--- config.mk ---
export PLATFORM = sky130hd
export DESIGN_NAME = lmsm_sequencer_flat
export DESIGN_NICKNAME = d
export VERILOG_FILES = /design/src/rtl/lmsm_sequencer_if.sv /design/src/rtl/lmsm_sequencer.sv /design/src/flat_wrapper.sv
export SDC_FILE = /design/constraint.sdc
export NUM_CORES = 1
export LEC_CHECK = 0
export CAP_MARGIN = 20
export CELL_PAD_IN_SITES_DETAIL_PLACEMENT = 1
export CELL_PAD_IN_SITES_GLOBAL_PLACEMENT = 1
export CORE_AREA = 2 2 60 104
export DETAILED_ROUTE_END_ITERATION = 12
export DIE_AREA = 0 0 62 106
export GPL_ROUTABILITY_DRIVEN = 0
export PLACE_DENSITY = 0.89
export SETUP_SLACK_MARGIN = 0.05
export SLEW_MARGIN = 15
export SYNTH_ARGS = -nofsm -noshare
export SYNTH_HDL_FRONTEND = slang
export SYNTH_SLANG_ARGS = --single-unit
--- constraint.sdc ---
create_clock -name clk -period 6.8 [get_ports clk]
set_input_delay 1.36 -clock clk [delete_from_list [all_inputs] [get_ports clk]]
set_output_delay 1.36 -clock clk [all_outputs]
set_load 0.01 [all_outputs]
--- src/rtl/lmsm_sequencer_if.sv ---
// Pipeline/memory side <-> LM/SM sequencer bundle.
// The master drives the request and memory-ready inputs; the slave (the sequencer) drives the transfer outputs.
interface lmsm_sequencer_if;
  logic        flush;
  logic        start;
  logic        is_store;
  logic [15:0] base_addr;
  logic [7:0]  reg_mask;
  logic        mem_ready;
  logic        req_valid;
  logic        req_we;
  logic [15:0] req_addr;
  logic [2:0]  req_reg;
  logic        stall;
  logic        busy;
  logic        done;

  modport master (
    output flush, start, is_store, base_addr, reg_mask, mem_ready,
    input  req_valid, req_we, req_addr, req_reg, stall, busy, done
  );

  modport slave (
    input  flush, start, is_store, base_addr, reg_mask, mem_ready,
    output req_valid, req_we, req_addr, req_reg, stall, busy, done
  );
endinterface

--- src/rtl/lmsm_sequencer.sv ---
// Load/Store-Multiple sequencer: turns one LM/SM into one memory transfer
// per set mask bit, lowest register first, at ascending (wrapping) addresses.
module lmsm_sequencer (
  input  logic             clk,
  input  logic             resetn,
  lmsm_sequencer_if.slave  bus
);

  typedef enum logic [1:0] {IDLE = 2'd0, RUN = 2'd1, DONE = 2'd2} state_t;

  state_t      state_q;
  logic [7:0]  mask_q;
  logic [15:0] addr_q;
  logic        we_q;
  logic [2:0]  reg_q;
  logic        valid_q;
  logic        busy_q;
  logic        done_q;

  logic [7:0]  mask_d;
  logic [2:0]  reg_d;
  logic [2:0]  start_reg_d;

  // Lowest set bit wins (R0 has highest priority).
  function automatic logic [2:0] lowest_bit(input logic [7:0] m);
    logic [2:0] r;
    r = 3'd0;
    for (int i = 7; i >= 0; i--) begin
      if (m[i]) r = 3'(i);
    end
    return r;
  endfunction

  // Remaining mask after the current transfer retires, and the register that follows it.
  always_comb begin
    mask_d      = mask_q & (mask_q - 8'd1);
    reg_d       = lowest_bit(mask_d);
    start_reg_d = lowest_bit(bus.reg_mask);
  end

  // Sequencer FSM; every req_*/busy/done output is a register so mem_ready never reaches them combinationally.
  always_ff @(posedge clk) begin
    if (!resetn || bus.flush) begin
      state_q <= IDLE;
      mask_q  <= 8'd0;
      addr_q  <= 16'd0;
      we_q    <= 1'b0;
      reg_q   <= 3'd0;
      valid_q <= 1'b0;
      busy_q  <= 1'b0;
      done_q  <= 1'b0;
    end else begin
      case (state_q)
        IDLE: begin
          done_q <= 1'b0;
          if (bus.start) begin
            we_q   <= bus.is_store;
            addr_q <= bus.base_addr;
            mask_q <= bus.reg_mask;
            reg_q  <= start_reg_d;
            if (bus.reg_mask != 8'd0) begin
              state_q <= RUN;
              valid_q <= 1'b1;
              busy_q  <= 1'b1;
            end else begin
              // Empty mask: nothing to move, just report completion.
              state_q <= DONE;
              done_q  <= 1'b1;
            end
          end
        end
        RUN: begin
          if (bus.mem_ready) begin
            mask_q <= mask_d;
            addr_q <= addr_q + 16'd1;
            reg_q  <= reg_d;
            if (mask_d == 8'd0) begin
              state_q <= DONE;
              valid_q <= 1'b0;
              busy_q  <= 1'b0;
              done_q  <= 1'b1;
            end
          end
        end
        DONE: begin
          // start is deliberately not looked at here.
          state_q <= IDLE;
          done_q  <= 1'b0;
        end
        default: begin
          state_q <= IDLE;
          valid_q <= 1'b0;
          busy_q  <= 1'b0;
          done_q  <= 1'b0;
        end
      endcase
    end
  end

  // Stall must hold the issuing instruction in the same cycle start arrives, hence the combinational term.
  always_comb begin
    bus.stall = resetn & (busy_q |
                ((state_q == IDLE) & bus.start & (bus.reg_mask != 8'd0) & ~bus.flush));
  end

  assign bus.req_valid = valid_q;
  assign bus.req_we    = we_q;
  assign bus.req_addr  = addr_q;
  assign bus.req_reg   = reg_q;
  assign bus.busy      = busy_q;
  assign bus.done      = done_q;

endmodule

--- src/flat_wrapper.sv ---
// flat-port wrapper written by rule: the top's interface ports become plain ports
module lmsm_sequencer_flat 
  (clk, resetn, bus_flush, bus_start, bus_is_store, bus_base_addr, bus_reg_mask, bus_mem_ready, bus_req_valid, bus_req_we, bus_req_addr, bus_req_reg, bus_stall, bus_busy, bus_done);
  lmsm_sequencer_if bus_i ();
  input  logic clk;
  input  logic resetn;
  input wire logic [$bits(bus_i.flush)-1:0] bus_flush;
  input wire logic [$bits(bus_i.start)-1:0] bus_start;
  input wire logic [$bits(bus_i.is_store)-1:0] bus_is_store;
  input wire logic [$bits(bus_i.base_addr)-1:0] bus_base_addr;
  input wire logic [$bits(bus_i.reg_mask)-1:0] bus_reg_mask;
  input wire logic [$bits(bus_i.mem_ready)-1:0] bus_mem_ready;
  output wire logic [$bits(bus_i.req_valid)-1:0] bus_req_valid;
  output wire logic [$bits(bus_i.req_we)-1:0] bus_req_we;
  output wire logic [$bits(bus_i.req_addr)-1:0] bus_req_addr;
  output wire logic [$bits(bus_i.req_reg)-1:0] bus_req_reg;
  output wire logic [$bits(bus_i.stall)-1:0] bus_stall;
  output wire logic [$bits(bus_i.busy)-1:0] bus_busy;
  output wire logic [$bits(bus_i.done)-1:0] bus_done;
  assign bus_i.flush = bus_flush;
  assign bus_i.start = bus_start;
  assign bus_i.is_store = bus_is_store;
  assign bus_i.base_addr = bus_base_addr;
  assign bus_i.reg_mask = bus_reg_mask;
  assign bus_i.mem_ready = bus_mem_ready;
  assign bus_req_valid = bus_i.req_valid;
  assign bus_req_we = bus_i.req_we;
  assign bus_req_addr = bus_i.req_addr;
  assign bus_req_reg = bus_i.req_reg;
  assign bus_stall = bus_i.stall;
  assign bus_busy = bus_i.busy;
  assign bus_done = bus_i.done;
  lmsm_sequencer u_core (.clk(clk), .resetn(resetn), .bus(bus_i));
endmodule
==> results of run 1 <==
-- final timing paths --
kind                                             from                    end  cells past startpoint
worst max-delay path                  bus_reg_mask[4]              bus_stall                      6
worst min-delay path            u_core.bus.req_reg[1]  u_core.bus.req_reg[1]                      2
worst max register to register       u_core.mask_q[1]        u_core.bus.done                      5
worst min register to register  u_core.bus.req_reg[1]  u_core.bus.req_reg[1]                      2
-- worst max-delay path, stage by stage --
cell and delay (ps):
clkdlybuf4s50_1 490, nor4_1 800, a21boi_0 330, nor2b_1 210, o21a_1 160, clkdlybuf4s50_1 470
-- where the power goes --
part,switching (uW),total (uW),internal (uW)
Combinational,48.8,98.4,49.6
Clock,75.8,157,80.8
Sequential,11.5,206,195
Total,136,461,325
-- final cells by class --
cell class	count	area (sq um)
fillers	740	3120
multi-input cells	212	1240
flip-flops and latches	32	641
repair buffers	57	561
well taps	78	97.6
clock buffers	6	82.6
inverters	9	33.8
clock inverters	2	10.0
-- metrics by stage --
stage | instance area [sq um] | hold slack [ps]
2_1_floorplan | 2030 | 476
3_3_place_gp | 2570 | 457
3_5_place_dp | 2570 | 465
4_1_cts | 2670 | 476
5_1_grt | 2670 | 500
6_report | 2670 | 480
-- per-layer routing --
layer	vias up	share of wire [%]	GRT usage, %
li1	1100	-	-
met1	1097	38	23.5
met2	59	53	35.8
met3	20	4.0	3.65
met4	0	4.7	12.6
met5	-	0	0
-- cells in the final DEF, fill, tap and decap left out, drive strengths merged, types with 3 or more instances in the layout --
cell type and instances:
a211oi 9, a21o 4, a21oi 34, a22oi 6
a311oi 3, and3 3, buf 4, clkbuf 6
clkdlybuf4s50 53, dfxtp 32, inv 9, nand2 27
nand2b 4, nand3 13, nor2 22, nor2b 3
nor3 8, nor4 5, o21ai 27, o22ai 4
or3 5
-- kinds of logic after synthesis --
| logic type | Yosys count |
|---|---|
| compound gates | 105 |
| simple gates | 102 |
| buf+inv | 35 |
| flops | 32 |
| mux | 3 |
| xor+xnor | 1 |
| fa+ha+maj | 1 |
==> metrics.cfg, run 1 <==
[critical_path]
crit_type = input port to primary output
worst_setup_path_start_kind = input port
cp-end-kind = primary output
arrival_ps = 3810
worstPathRequired_ps = 5440
crit_fanout = 4
worst-r2r-setup-slack_ps = 4310

[timing]
fmax_mhz = 193
rsz0062_at_grt = no
slew_headroom_pct = 37.3
setup_tns_ps = 0
fin_crit_ps = 5170
worst_pin_slew_ps = 932
setup_violations = 0
hold_viol_final = 0
slew_violations = 0
clock_skew_ps = 4.36
period_share_pct = 76.1
setup_ws_ps = 1630

[synthesis]
synthesis.instances = 279
synth_seq_cells = 32
yosys_warnings = 0
async_reset_ff_share_pct = 0
synth_top_area_share_pct = 31.5
synth_top_family_by_area = compound AO/OA/AOI/OAI gates
synth_flop_cell = dfxtp_1
yosysUniqueCellTypes = 53
synth_edf_count = 0
yosysTopAreaCell = dfxtp_1
syn-cell-area_sq_um = 2030
yosys.area_share.simple_pct = 25.4
ys_top_cells_by_count = a21oi_1, dfxtp_1, nand2_1, o21ai_0, nor2_1
synth-compound-area-share_pct = 32.9
synth.area.top_cells = dfxtp_1, a21oi_1, o21ai_0, nand2_1, nor2_1
yosys.area_share.adder_pct = 0.615
yosysMostFrequentCell = a21oi_1
muxShareOfSynthArea_pct = 1.54
synth-xor-area-share_pct = 0.431
yosysSeqAreaShare_pct = 31.5
synth.avg_cell_area_sq_um = 7.29
postSynthNetCount = 310

[clock_tree]
clk_pin_slew_ps = 70
cts-root-buf = clkbuf_8
cts_resized = 0
postCtsHoldBufs = 0
clock-sinks = 32
clk_latency_ps = 290
cts_buffers = 5
cts_setup_buffers = 0
htree_levels = 2
clk_path_buf_depth = 2
cts_tree = done

[global_route]
grt_pass1_wl_mm = 10.6
grt.total_usage_pct = 21.3
antenna_found_initial = 0
grt_max_degree = 32
overflow = 0
grt_pass1_vias = 2221

[detailed_routing]
drt_iter0_drc = 113
wl_per_cell_microns = 16.7
vias = 2276
drtAntennaViolNets = 0
routed_wl_mm = 6.60
dr.pass1.iters = 4
via_per_inst = 5.75
drc_errors = 0

[placed_design]
io_buffers = 53
post-dp-hpwl_mm = 4.82
place_inst = 388
place_ws_ps = 1730

[final_layout]
nets = 348
area_growth_syn_to_layout_pct = 31.3
fin_cells = 396
n_antenna_cell = 0
postLayoutCoreUtil_pct = 46.1
largest_register_ff_count = 16
drive_gt1_share_pct = 6.60

[status]
status = completed

[min_path]
min_path_type = register to register

[pwr]
peakVddDrop_mv = 0.0809
power_uw = 461
p_per_area_nw_per_um2 = 173
p_leak_uw = 0.000907

[floorplan]
dieArea_sq_um = 6570
initial_core_util_pct = 35.1
die_w_microns = 62
coreArea_sq_um = 5790
die_h_microns = 106
ios = 54
core.rowCount = 37

[flow_run]
maxCapViolCount = 0

Note: power is estimated with default switching activity, not from simulation.
==> run 2, diff against run 1 <==
CORE_AREA = 2 2 62 108   (was 2 2 60 104)
DIE_AREA = 0 0 64 110   (was 0 0 62 106)
PLACE_DENSITY = 0.84   (was 0.89)
clock period = 4.8 ns   (was 6.8 ns; I/O delays follow)
==> run 2 against run 1 <==
  * Worst hold slack worse by 7.4 ps
  * Clock-buffer cell count is 2 higher
  * Flip-flop and latch count stayed put
  * Die area is 7.1% higher
  * Via count hardly changed
  * Sequential share of layout area is 0.13 points lower
  * Highest routed layer unchanged
==> metrics.cfg, run 2 (synthesis results as in run 1) <==
[status]
status = completed  ; unchanged

[clock_tree]
cts_tree = done  ; unchanged
cts-root-buf = clkbuf_8  ; unchanged
clk_pin_slew_ps = 70  ; about the same
clk_path_buf_depth = 2  ; unchanged
postCtsHoldBufs = 0  ; unchanged
cts_resized = 0  ; unchanged
htree_levels = 2  ; unchanged
clk_latency_ps = 290  ; about the same
cts_setup_buffers = 0  ; unchanged
cts_buffers = 5  ; unchanged
clock-sinks = 32  ; unchanged

[timing]
setup_violations = 0  ; unchanged
slew_violations = 0  ; unchanged
slew_headroom_pct = 34.8  ; was 37.3%
period_share_pct = 82.0
fin_crit_ps = 3930
worst_pin_slew_ps = 979  ; was 932 ps
setup_ws_ps = 866  ; was 1630 ps
hold_viol_final = 0  ; unchanged
setup_tns_ps = 0  ; unchanged
clock_skew_ps = 5.01  ; was 4.36 ps
rsz0062_at_grt = no  ; unchanged
fmax_mhz = 254

[global_route]
grt_max_degree = 32  ; unchanged
antenna_found_initial = 0  ; unchanged
grt.total_usage_pct = 20.5  ; was 21.3%
overflow = 0  ; unchanged
grt_pass1_vias = 2288  ; was 2221
grt_pass1_wl_mm = 11.2  ; was 10.6 mm

[critical_path]
worstPathRequired_ps = 3840  ; was 5440 ps
cp-end-kind = primary output  ; unchanged
arrival_ps = 2970  ; was 3810 ps
worst_setup_path_start_kind = input port  ; unchanged
crit_type = input port to primary output  ; unchanged
crit_fanout = 5  ; was 4

[min_path]
min_path_type = register to register  ; unchanged

[floorplan]
core.rowCount = 38  ; was 37
coreArea_sq_um = 6130  ; was 5790 sq um
initial_core_util_pct = 33.1  ; was 35.1%
dieArea_sq_um = 7040  ; was 6570 sq um
die_w_microns = 64  ; was 62 microns
ios = 54  ; unchanged
die_h_microns = 110  ; was 106 microns

[detailed_routing]
drt_iter0_drc = 134  ; was 113
wl_per_cell_microns = 16.9  ; was 16.7 microns
drc_errors = 0  ; unchanged
drtAntennaViolNets = 0  ; unchanged
vias = 2277  ; was 2276
via_per_inst = 5.69  ; was 5.75
dr.pass1.iters = 4  ; unchanged
routed_wl_mm = 6.74  ; was 6.60 mm

[pwr]
p_leak_uw = 0.000912  ; was 0.000907 uW
power_frac_comb_pct = 21.6  ; was 21.3%
peakVddDrop_mv = 0.0943  ; was 0.0809 mV
p_sw_share_pct = 29.1  ; was 29.5%
p_per_area_nw_per_um2 = 244  ; was 173 nW/um^2
pwr-share-seq_pct = 44.6  ; was 44.7%
p_clk_share_pct = 33.9  ; was 34.0%
power.switching_uw = 191  ; was 136 uW
p_int_uw = 464  ; was 325 uW

[final_layout]
area_growth_syn_to_layout_pct = 32.0  ; was 31.3%
mostFrequentLayoutCells = clkdlybuf4s50_1, a21oi_1, dfxtp_1  ; unchanged
regArea_sq_um = 641  ; unchanged
largest_register_ff_count = 16  ; unchanged
final_common_cell = clkdlybuf4s50_1  ; unchanged
postLayoutCoreUtil_pct = 43.8  ; was 46.1%
stdcell_area_sq_um = 2680  ; was 2670 sq um
drive_gt1_share_pct = 6.56  ; was 6.60%
nets = 350  ; was 348
n_fill_cell = 760  ; was 740
n_antenna_cell = 0  ; unchanged
multi_input_area_sq_um = 1240  ; unchanged

[placed_design]
post-dp-hpwl_mm = 4.94  ; was 4.82 mm
placed_area_sq_um = 2580  ; was 2570 sq um
io_buffers = 53  ; unchanged
place_ws_ps = 877  ; was 1730 ps

[flow_run]
maxCapViolCount = 0  ; unchanged

run 2: cell types whose count changed in the layout (fill, tap and decap cells not counted), sizes merged:
cell,previous run,this run
clkinv,2,0
buf,4,6
clkbuf,6,8
run 2: stage by stage:
stage	instances	total power, uW	hold slack (ps)
3_5_place_dp	391	439	463
2_1_floorplan	279	372	476
3_3_place_gp	391	436	464
4_1_cts	399	662	473
5_1_grt	400	687	494
6_report	400	655	473
run 2: layout make-up:
| type | count | area share (%) |
|---|---|---|
| multi-input cells | 212 | 46.3 |
| flip-flops and latches | 32 | 23.9 |
| repair buffers | 59 | 21.4 |
| well taps | 80 | 3.73 |
| clock buffers | 8 | 3.36 |
| inverters | 9 | 1.26 |
run 2: critical path: stages:
cell	delay [ps]
clkdlybuf4s50_1	550
nor3b_1	280
a21boi_0	360
nor2b_1	190
o21a_1	110
clkdlybuf4s50_1	520
run 2: per-layer routing:
layer,track usage [%],routed length (microns)
met1,21.3,2620
met2,38.9,3660
met3,2.54,174
met4,11.6,292
met5,0,0
run 2: path summary, 6_finish.rpt:
path,slack (ps),depth (start not counted),start,to
worst max-delay path,870,6,bus_start,bus_stall
worst min-delay path,470,2,u_core.bus.req_reg[1],u_core.bus.req_reg[1]
worst max register to register,2270,5,u_core.mask_q[1],u_core.bus.done
worst min register to register,470,2,u_core.bus.req_reg[1],u_core.bus.req_reg[1]
run 2: power groups by stage:
stage	logic, uW	registers [uW]	clock network, uW
2_1_floorplan	79.0	293	0
3_5_place_dp	141	298	0
4_1_cts	142	292	228
5_1_grt	155	294	238
3_3_place_gp	138	297	0
6_report	141	292	222
==> run 3, diff against run 2 <==
clock period = 3.7 ns   (was 4.8 ns; I/O delays follow)
==> run 3 against run 2 <==
  * Clock-buffer cell count shrank 2
  * Final cell count grew 0.25%
  * Routed wire length grew 1.1%
  * Worst hold slack gained 3.5 ps
  * Combinational power grew 31%
  * Clock power grew 30%
  * Total power grew 30%
  * First-iteration DRC count shrank 24%
  * Clock skew grew 6.1 ps
  * Utilization grew 0.35 points
  * Via count shrank 0.13%
  * Critical path type unchanged
  * Critical endpoint unchanged
  * Highest routed layer unchanged
==> metrics.cfg, run 3 (synthesis results as in run 1) <==
[timing]
setup_tns_ps = 0  ; unchanged
worst_pin_slew_ps = 831  ; was 979 ps
hold_viol_final = 0  ; unchanged
setup_violations = 0  ; unchanged
clock_skew_ps = 11.1  ; was 5.01 ps
fmax_mhz = 294
period_share_pct = 92.1
slew_headroom_pct = 44.5  ; was 34.8%
hold_ws_ps = 476  ; was 473 ps
rsz0062_at_grt = no  ; unchanged
fin_crit_ps = 3410
slew_violations = 0  ; unchanged

[final_layout]
drive_gt1_share_pct = 7.48  ; was 6.56%
largest_register_ff_count = 16  ; unchanged
postLayoutCoreUtil_pct = 44.1  ; was 43.8%
final_common_cell = clkdlybuf4s50_1  ; unchanged
n_fill_cell = 756  ; was 760
fin_cells = 401  ; was 400
nets = 351  ; was 350
mostFrequentLayoutCells = clkdlybuf4s50_1, a21oi_1, dfxtp_1  ; unchanged
area_growth_syn_to_layout_pct = 33.0  ; was 32.0%
stdcell_area_sq_um = 2710  ; was 2680 sq um
regArea_sq_um = 641  ; unchanged
multi_input_area_sq_um = 1250  ; was 1240 sq um
n_antenna_cell = 0  ; unchanged

[critical_path]
crit_type = input port to primary output  ; unchanged
crit_chain = clkdlybuf4s50_1 -> nor3b_1 -> a21boi_1 -> nor2b_1 -> o21a_1 -> clkdlybuf4s50_1  ; was clkdlybuf4s50_1 -> nor3b_1 -> a21boi_0 -> nor2b_1 -> o21a_1 -> clkdlybuf4s50_1
critPathMaxStageDelay_ps = 550  ; about the same
worst_setup_path_start_kind = input port  ; unchanged
crit_family = buffers and inverters  ; unchanged
cpMaxStageDelayCell = clkdlybuf4s50_1  ; unchanged
arrival_ps = 2670  ; was 2970 ps
crit_top_cell = clkdlybuf4s50_1  ; unchanged
worst-path-buf-inv = 2  ; unchanged
cp-end-kind = primary output  ; unchanged
worstPathRequired_ps = 2960  ; was 3840 ps
crit_fanout = 5  ; unchanged

[pwr]
p_leak_uw = 0.000925  ; was 0.000912 uW
p_per_area_nw_per_um2 = 315  ; was 244 nW/um^2
peakVddDrop_mv = 0.189  ; was 0.0943 mV

[clock_tree]
clk_path_buf_depth = 2  ; unchanged
cts_buffers = 5  ; unchanged
cts_tree = done  ; unchanged
cts-root-buf = clkbuf_8  ; unchanged
htree_levels = 2  ; unchanged
clk_pin_slew_ps = 70  ; about the same
clk_latency_ps = 290  ; about the same
clock-sinks = 32  ; unchanged

[detailed_routing]
via_per_inst = 5.67  ; was 5.69
drtAntennaViolNets = 0  ; unchanged
vias = 2274  ; was 2277
routed_wl_mm = 6.82  ; was 6.74 mm
dr.pass1.iters = 4  ; unchanged
wl_per_cell_microns = 17.0  ; was 16.9 microns
drt_iter0_drc = 102  ; was 134
drc_errors = 0  ; unchanged

[global_route]
antenna_found_initial = 0  ; unchanged
grt_pass1_wl_mm = 11.0  ; was 11.2 mm
grt.total_usage_pct = 20.1  ; was 20.5%
grt_max_degree = 32  ; unchanged
grt_pass1_vias = 2307  ; was 2288
overflow = 0  ; unchanged

[min_path]
min_path_type = register to register  ; unchanged

[floorplan]
ios = 54  ; unchanged
coreArea_sq_um = 6130  ; unchanged
dieArea_sq_um = 7040  ; unchanged
initial_core_util_pct = 33.1  ; unchanged
core.rowCount = 38  ; unchanged
die_w_microns = 64  ; unchanged
die_h_microns = 110  ; unchanged

[placed_design]
io_buffers = 53  ; unchanged
place_inst = 392  ; was 391
post-dp-hpwl_mm = 5.07  ; was 4.94 mm
placed_area_sq_um = 2590  ; was 2580 sq um

[flow_run]
maxCapViolCount = 0  ; unchanged

[status]
status = completed  ; unchanged

==> run 3: changes by cell type in the layout (fill, tap and decap cells not counted), sizes merged <==
cell,delta
buf,+1
clkinv,+2
clkbuf,-2
==> run 3: worst paths after layout <==
check	from	endpoint	slack, ps	cells past startpoint
hold reg to reg	u_core.bus.req_reg[1]	u_core.bus.req_reg[1]	480	2
hold / removal	u_core.bus.req_reg[1]	u_core.bus.req_reg[1]	480	2
setup reg to reg	u_core.mask_q[1]	u_core.bus.done	1200	5
setup / recovery	bus_start	bus_stall	290	6
==> run 3: metrics by stage <==
stage                     power (uW)  setup WS, ps
after CTS                        861           185
final                            852           294
after detailed placement         570           198
after global placement           566           211
after floorplan                  483          1320
after global routing             892           149
==> run 3: area by class of cell <==
type	count	share of cell area, %
Clock buffer	6	3.05
Clock inverter	2	0.370
Inverter	9	1.25
Multi-Input combinational cell	212	46.1
Sequential cell	32	23.7
Tap cell	80	3.70
Timing Repair Buffer	60	21.8
==> run 3: repair_timing <==
item,CTS,global route
buffers inserted,0,0
hold buffers,0,0
resized for setup,0,2
setup endpoints to repair,0,1
==> run 3: worst register-to-register path: stages (launching register included) <==
cell and delay [ps]:
dfxtp_1 410, or4_4 640, a2111o_1 460, a311oi_2 450, nor3_2 90, a2111oi_2 340
==> run 3: metal layers <==
layer | GRT usage, % | wire, microns | up-vias
li1 | - | - | 1104
met1 | 19.9 | 2610 | 1103
met2 | 37.0 | 3670 | 47
met3 | 3.25 | 176 | 20
met4 | 15.2 | 365 | 0
met5 | 0 | 0 | -
==> run 3: power by group <==
group	internal [uW]	switching (uW)	total, uW
logic	93.6	91.9	185
clock network	148	139	288
registers	358	20.6	379
